File: config.mk
export PLATFORM = sky130hd
export DESIGN_NAME = imem_loader
export DESIGN_NICKNAME = d
export VERILOG_FILES = /design/src/rtl/imem_loader.sv
export SDC_FILE = /design/constraint.sdc
export NUM_CORES = 1
export LEC_CHECK = 0
export ABC_CLOCK_PERIOD_IN_PS = 2800
export CAP_MARGIN = 20
export CORE_ASPECT_RATIO = 1.5
export CORE_MARGIN = 4
export CORE_UTILIZATION = 58
export DETAILED_ROUTE_END_ITERATION = 10
export PLACE_DENSITY = 0.87
export SYNTH_ARGS = -nofsm -noshare
export SYNTH_HDL_FRONTEND = slang
export SYNTH_SLANG_ARGS = --single-unit
File: constraint.sdc
create_clock -name clk_i -period 2.8 [get_ports clk_i]
set_input_delay 0.7 -clock clk_i [delete_from_list [all_inputs] [get_ports clk_i]]
set_output_delay 0.7 -clock clk_i [all_outputs]
set_load 0.01 [all_outputs]
File: src/rtl/imem_loader.sv
// Boot-time loader: unpacks a length/data/checksum byte frame into little-endian 32-bit imem
// writes, and holds the RV32I core in reset until a checksum-valid image has been loaded.
module imem_loader #(
  parameter int unsigned ADDR_W  = 8,
  parameter int unsigned TIMEOUT = 1000000
) (
  input  logic              clk_i,
  input  logic              rst_ni,
  input  logic              start_i,
  input  logic [7:0]        rx_data_i,
  input  logic              rx_valid_i,
  output logic              rx_ready_o,
  output logic              imem_we_o,
  output logic [ADDR_W-1:0] imem_waddr_o,
  output logic [31:0]       imem_wdata_o,
  output logic              cpu_hold_o,
  output logic              busy_o,
  output logic              done_o,
  output logic [1:0]        err_code_o
);

  // Counter only has to reach TIMEOUT-1; the cycle after that is the expiry.
  localparam int unsigned TmoW = (TIMEOUT > 1) ? $clog2(TIMEOUT) : 1;
  localparam logic [TmoW-1:0] TmoLast = TmoW'(TIMEOUT - 1);
  localparam logic [16:0] CapWords = 17'(2 ** ADDR_W);

  localparam logic [1:0] ErrNone = 2'b00;
  localparam logic [1:0] ErrLen  = 2'b01;
  localparam logic [1:0] ErrCsum = 2'b10;
  localparam logic [1:0] ErrTmo  = 2'b11;

  typedef enum logic [2:0] {
    StIdle,
    StLen0,
    StLen1,
    StData,
    StCsum,
    StDone,
    StErr
  } state_e;

  state_e            state_q, state_d;
  logic [15:0]       len_q, len_d;
  logic [15:0]       wcnt_q, wcnt_d;
  logic [1:0]        idx_q, idx_d;
  logic [23:0]       shift_q, shift_d;
  logic [7:0]        csum_q, csum_d;
  logic [ADDR_W-1:0] waddr_q, waddr_d;
  logic [TmoW-1:0]   tmo_q, tmo_d;

  logic              rx_ready_q, rx_ready_d;
  logic              we_q, we_d;
  logic [ADDR_W-1:0] waddr_out_q, waddr_out_d;
  logic [31:0]       wdata_q, wdata_d;
  logic              cpu_hold_q, cpu_hold_d;
  logic              busy_q, busy_d;
  logic              done_q, done_d;
  logic [1:0]        err_q, err_d;

  logic              xfer;
  logic [15:0]       len_full;
  logic              loading;

  assign xfer     = rx_valid_i & rx_ready_q;
  assign len_full = {rx_data_i, len_q[7:0]};
  assign loading  = state_q inside {StLen0, StLen1, StData, StCsum};

  always_comb begin
    state_d     = state_q;
    len_d       = len_q;
    wcnt_d      = wcnt_q;
    idx_d       = idx_q;
    shift_d     = shift_q;
    csum_d      = csum_q;
    waddr_d     = waddr_q;
    tmo_d       = tmo_q;
    we_d        = 1'b0;
    waddr_out_d = waddr_out_q;
    wdata_d     = wdata_q;
    err_d       = err_q;

    unique case (state_q)
      StIdle, StDone, StErr: begin
        if (start_i) begin
          state_d = StLen0;
          csum_d  = 8'd0;
          idx_d   = 2'd0;
          waddr_d = '0;
          wcnt_d  = 16'd0;
          tmo_d   = '0;
          err_d   = ErrNone;
        end
      end
      StLen0: begin
        if (xfer) begin
          len_d[7:0] = rx_data_i;
          state_d    = StLen1;
        end
      end
      StLen1: begin
        if (xfer) begin
          len_d[15:8] = rx_data_i;
          if ({1'b0, len_full} > CapWords) begin
            state_d = StErr;
            err_d   = ErrLen;
          end else if (len_full == 16'd0) begin
            state_d = StCsum;
          end else begin
            state_d = StData;
          end
        end
      end
      StData: begin
        if (xfer) begin
          csum_d = csum_q + rx_data_i;
          idx_d  = idx_q + 2'd1;
          unique case (idx_q)
            2'd0: shift_d[7:0]   = rx_data_i;
            2'd1: shift_d[15:8]  = rx_data_i;
            2'd2: shift_d[23:16] = rx_data_i;
            default: begin
              we_d        = 1'b1;
              waddr_out_d = waddr_q;
              wdata_d     = {rx_data_i, shift_q};
              waddr_d     = waddr_q + ADDR_W'(1);
              wcnt_d      = wcnt_q + 16'd1;
              if (wcnt_q == len_q - 16'd1) begin
                state_d = StCsum;
              end
            end
          endcase
        end
      end
      StCsum: begin
        if (xfer) begin
          if (rx_data_i == csum_q) begin
            state_d = StDone;
          end else begin
            state_d = StErr;
            err_d   = ErrCsum;
          end
        end
      end
      default: state_d = StIdle;
    endcase

    // A transfer in the expiry cycle wins over the timeout.
    if (loading) begin
      if (xfer) begin
        tmo_d = '0;
      end else if (tmo_q == TmoLast) begin
        state_d = StErr;
        err_d   = ErrTmo;
      end else begin
        tmo_d = tmo_q + TmoW'(1);
      end
    end

    busy_d     = state_d inside {StLen0, StLen1, StData, StCsum};
    rx_ready_d = busy_d;
    done_d     = (state_d == StDone);
    cpu_hold_d = (state_d != StDone);
  end

  always_ff @(posedge clk_i or negedge rst_ni) begin
    if (!rst_ni) begin
      state_q     <= StIdle;
      len_q       <= 16'd0;
      wcnt_q      <= 16'd0;
      idx_q       <= 2'd0;
      shift_q     <= 24'd0;
      csum_q      <= 8'd0;
      waddr_q     <= '0;
      tmo_q       <= '0;
      rx_ready_q  <= 1'b0;
      we_q        <= 1'b0;
      waddr_out_q <= '0;
      wdata_q     <= 32'd0;
      cpu_hold_q  <= 1'b1;
      busy_q      <= 1'b0;
      done_q      <= 1'b0;
      err_q       <= ErrNone;
    end else begin
      state_q     <= state_d;
      len_q       <= len_d;
      wcnt_q      <= wcnt_d;
      idx_q       <= idx_d;
      shift_q     <= shift_d;
      csum_q      <= csum_d;
      waddr_q     <= waddr_d;
      tmo_q       <= tmo_d;
      rx_ready_q  <= rx_ready_d;
      we_q        <= we_d;
      waddr_out_q <= waddr_out_d;
      wdata_q     <= wdata_d;
      cpu_hold_q  <= cpu_hold_d;
      busy_q      <= busy_d;
      done_q      <= done_d;
      err_q       <= err_d;
    end
  end

  assign rx_ready_o   = rx_ready_q;
  assign imem_we_o    = we_q;
  assign imem_waddr_o = waddr_out_q;
  assign imem_wdata_o = wdata_q;
  assign cpu_hold_o   = cpu_hold_q;
  assign busy_o       = busy_q;
  assign done_o       = done_q;
  assign err_code_o   = err_q;

endmodule

# Word-level counts from Yosys, hierarchy flattened
# Index checks and enable logic that the tools add are counted.
# word_totals
register_bits,143
input_bits,12
out_inout_bits,47
word_cells,107
# classes
addsub,6
order_cmp,1
n_eq_ne,20
mux,44
bitwise_logic,2
n_reduce_logical,16
# op_table
cell,n
$mux W20,5
$mux W16,3
$mux W3,12
$mux W8,4
$pmux W16 S2,1
$pmux W8 S2,2
$mux W2,11
$add A20 B1 Y20 const B,1
$eq A20 B20 Y1 const B,1
$add A16 B1 Y16 const B,1
$eq A16 B16 Y1,1
$gt A16 B9 Y1 const B,1
$logic_not A16 Y1,1
$sub A16 B1 Y16 const B,1
$eq A3 B3 Y1 const B,5
$pmux W3 S5,1
$reduce_and A3 Y1,5
$eq A3 B2 Y1 const B,4
$add A8 B1 Y8 const B,1
$add A8 B8 Y8,1
$eq A8 B8 Y1,1
$reduce_bool A4 Y1,2
$eq A3 B1 Y1 const B,2
$ne A2 B2 Y1 const B,3
15 further kinds,19

# Logic depth before layout (Yosys ltp)
# logic_depth
word_depth,11
mapped_depth,11
ltp_nobuf,10

# Least setup slack after synthesis
# Ideal clock, no wire load.
# synth_timing
path_type,input port to flip-flop
startpoint,in rx_data_i[1]
endpoint,reg csum_q[7]
arrival_time_ps,2371
required_ps,2721
setup_slack_ps,349
cell_stages,8
path_buffers,0
cell_sequence,ha_1 a21o_1 a21oi_1 o21bai_1 a2111oi_0 nor3b_1 nor3_1 a2bb2oi_1
# synth_between
elab_chain_cells,3
# synth_rtl
item,line,source
from (decl),10,"input logic [7:0] rx_data_i,"
$add A8 B8 Y8,115,csum_d = csum_q + rx_data_i;
$mux W8,114,if (xfer) begin
$pmux W8 S2,82,unique case (state_q)
to (signal assigned),189,csum_q <= csum_d;
to (decl),47,"logic [7:0] csum_q, csum_d;"
# No other way between the ends. The select of a mux whose other input is x is not followed.
# A chain may end at the register's enable or synchronous reset.

# Worst setup path in the final report
# layout_timing
startpoint,reg len_q[0]
endpoint,"reg busy_q, in the netlist busy_o"
# layout_between
elab_chain_cells,11
word_cells_on_any_way,19
cone_classes,1 x add/sub; 1 x order compare; 5 x eq/ne; 10 x mux; 2 x reduce/logical
# layout_rtl
item,line,source
from (decl),43,"logic [15:0] len_q, len_d;"
from (signal assigned),185,len_q <= len_d;
$sub A16 B1 Y16,127,if (wcnt_q == len_q - 16'd1) begin
$eq A16 B16 Y1,127,
$mux W3,127,
$mux W3,117,unique case (idx_q)
$mux W3,114,
$pmux W3 S5 *,82,
$mux W3,151,end else if (tmo_q == TmoLast) begin
$mux W3,149,if (xfer) begin
$mux W3 *,148,if (loading) begin
$eq A3 B1 Y1 (tied with other cells),159,"busy_d = state_d inside {StLen0, StLen1, StData, StCsum};"
$reduce_bool A4 Y1 *,159,
net busy_d,56,"logic busy_q, busy_d;"
to (signal assigned),197,busy_q <= busy_d;
to (decl),56,
# Mark *: on every way through the listed nets, which the timed path passes. The rest lies on a longest branch.

==> results.sh <==
export IMPL_status="finished clean"
export IMPL_seqPwrFrac_pct=42.2
export IMPL_timing_rr_start="len_q[0]"
export IMPL_path_cells="inv_1 -> ha_1 -> or3b_2 -> nor4_1 -> a2bb2oi_1 -> a21boi_0 -> nor4b_4 -> o211ai_1 -> mux2i_1"
export IMPL_required_ps=3100
export IMPL_period_share_pct=94.8
export IMPL_dpl_hpwl_um=12800
export IMPL_post_cts_setup_buffer_count=0
export IMPL_die_w_um=98.7
export IMPL_final_cell_mix="173 x nand2_1, 142 x dfrtp_1, 57 x clkdlybuf4s50_1, 53 x nor2_1, 41 x buf_4"
export IMPL_drive_gt1_share_pct=15.5
export IMPL_cts_root_buf="clkbuf_16"
export IMPL_p_leak_nw=4.01
export IMPL_hold_viol_final=0
export IMPL_syn_to_final_growth_pct=22.1
export IMPL_cts_tree="yes"
export IMPL_synth_cell_types=66
export IMPL_yosys_area_top_type_share_pct=49.7
export IMPL_power_switching_mw=2.27
export IMPL_yosys_area_top_type="dfrtp_1"
export IMPL_grt_util_all_layers_pct=27.4
export IMPL_gp_congestion=0.923
export IMPL_fmax_ghz=0.377
export IMPL_cts_sinks=143
export IMPL_critical_path_class="register to register"
export IMPL_worst_ir_drop_vdd_v=0.000721
export IMPL_period_needed_ps=2650
export IMPL_setup_slack_ps=145
export IMPL_dp_slack_ps=-328
export IMPL_coreArea_um2=12000
export IMPL_ctsHoldBuffers=0
export IMPL_setup_tns_final_ps=0
export IMPL_drt_iter0_markers=515
export IMPL_clkLatencyLatePin_ps=440
export IMPL_ant_nets=0
export IMPL_clkPwrFrac_pct=30.4
export IMPL_die_area_um2=14200
export IMPL_setup_violations=0
export IMPL_regArea_um2=3580
export IMPL_final_common_cell="nand2_1"
export IMPL_fillCellCount=775
export IMPL_startpoint_type="register"
export IMPL_grt_pass1_vias=6453
export IMPL_synth_area_leaders="dfrtp_1 50%, nand2_1 9.1%, mux2_2 6.0%"
export IMPL_start_util_pct=59.5
export IMPL_synthFlopType="dfrtp_1"
export IMPL_syn_inst=742
export IMPL_grt_max_degree=66
export IMPL_path_clk_slew_ps=60
export IMPL_synth_edf_count=0
export IMPL_via_count=6075
export IMPL_power_density_nw_per_um2=813
export IMPL_drc_errors=0
export IMPL_portBuffers=58
export IMPL_power_mw=7.10
export IMPL_skew_ps=13.0
export IMPL_htreeDepth=4
export IMPL_maxCapViolCount=0
export IMPL_cp_arrival_ps=2960
export IMPL_switching_share_pct=31.9
export IMPL_hold_class="input port to asynchronous set/reset pin"
export IMPL_async_flop_share_pct=100
export IMPL_drv_slew=0
export IMPL_num_io_pins=59
export IMPL_drt_pre_antenna_iters=5
export IMPL_die_h_um=144
export IMPL_p_comb_share_pct=27.4
export IMPL_ys_seq_area_share_pct=50.0
export IMPL_timing_rr_end="busy_o"
export IMPL_syn_area_per_cell_um2=9.64
export IMPL_internal_power_mw=4.83
export IMPL_viasPerCell=6.09
export IMPL_cts_inserted_buffers=17
export IMPL_grt_pass1_wl_um=31000
export IMPL_antenna_found_initial=0
export IMPL_rows=49
export IMPL_max_stage_delay_ps=510
export IMPL_synth_seq_cells=143
export IMPL_crit_path_top_delay_cell="or3b_2"
export IMPL_tightest_slew_ps=698
export IMPL_finish_utilization_pct=72.7
export IMPL_multiInputGateArea_um2=3450
export IMPL_reg2reg_depth=9
export IMPL_path_max_fanout=4
export IMPL_slew_headroom_pct=53.5
export IMPL_clock_path_buffers=2
export IMPL_timing_hold_ws_ps=203
export IMPL_syn_nets=770
export IMPL_wl_um=18600
export IMPL_nets=860
export IMPL_grt_overflow=0
export IMPL_post_drt_wl_per_cell_um=18.6
export IMPL_antenna_cells=0
export IMPL_yosysWarningCount=0
export IMPL_synthesis_area_um2=7150
export IMPL_ff2ff_setup_slack_ps=150
export IMPL_end_kind="register"
-- routing by layer --
layer	GRT usage [%]	wire length (µm)
met5	0	0
met4	15.8	953
met3	5.12	938
met2	49.6	9790
met1	29.8	6880
-- power by group through the flow --
| stage | sequential [mW] | combinational [mW] | clock, mW |
|---|---|---|---|
| after CTS | 2.99 | 1.94 | 2.16 |
| after detailed placement | 3.00 | 1.92 | 0 |
| after floorplan | 3.02 | 0.877 | 0 |
| final | 3.00 | 1.94 | 2.16 |
| after global routing | 3.05 | 2.13 | 2.27 |
| after global placement | 2.97 | 1.80 | 0 |
-- layout make-up --
| class | count | share of cell area (%) |
|---|---|---|
| well taps | 153 | 2.19 |
| multi-input cells | 558 | 39.5 |
| clock inverters | 13 | 1.39 |
| repair buffers | 100 | 10.4 |
| flip-flops and latches | 143 | 41.0 |
| inverters | 12 | 0.516 |
| clock buffers | 19 | 5.07 |
-- metrics by stage --
stage               area, µm²  cells
global placement         8150    966
global route             8740    998
floorplan                7150    742
CTS                      8710    998
finish                   8740    998
detailed placement       8150    966
-- sequential cells by signal, indices dropped and copies added, names as in the netlist, 2 cells and up --
signal        cells
imem_waddr_o      8
idx_q             2
wcnt_q           16
waddr_q           8
csum_q            8
imem_wdata_o     32
tmo_q            20
state_q           3
shift_q          24
len_q            16
err_code_o        2
-- worst max-delay path: cells and delay by family, from the launching register on --
| family | cells | cell delay, ps |
|---|---|---|
| and+or+nand+nor | 3 | 1150 |
| buffers and inverters | 1 | 100 |
| DFF | 1 | 420 |
| AOI/OAI and AO/OA | 3 | 520 |
| muxes | 1 | 150 |
| adders and majority gates | 1 | 210 |
-- synthesized netlist by cell type (all sizes together), types with 5 or more instances --
cell / number
a21oi: 22
a31oi: 5
and3: 7
clkbuf: 25
dfrtp: 142
ha: 15
inv: 12
mux2: 38
nand2: 173
nand2b: 5
nand3: 34
nand4: 10
nor2: 55
nor2b: 6
nor3: 14
nor4: 8
nor4b: 5
o21ai: 35
or3: 9
xnor2: 25
xor2: 26
-- timing repair --
action | 4_1_cts | 5_1_grt
gates resized for setup | 0 | 6
endpoints found under the hold margin | 0 | 0
endpoints found under the setup margin | 0 | 4
-- worst max path at each step --
stage,from,slack [ps],cells after the start,end
after global routing,len_q[0],-20,9,busy_o
after global placement,rx_data_i[1],-220,10,csum_q[7]
final,len_q[0],150,9,busy_o
after detailed placement,rx_data_i[1],-330,10,csum_q[7]
after floorplan,rx_data_i[1],350,8,csum_q[7]
after CTS,rx_data_i[1],100,10,csum_q[7]
-- kinds of logic (layout without fill, tap and decap cells) --
| group | count (synthesis) | after routing | share of synthesized area [%] |
|---|---|---|---|
| AND/OR/NAND/NOR | 351 | 351 | 23.4 |
| flip-flops | 143 | 143 | 50.0 |
| AO/OA/AOI/OAI | 100 | 100 | 8.85 |
| XOR/XNOR | 51 | 51 | 6.35 |
| buffers and inverters | 41 | 144 | 2.22 |
| multiplexers | 40 | 40 | 6.26 |
| adder cells (fa/ha/maj) | 16 | 16 | 2.90 |
(Power assumes the default switching activity.)
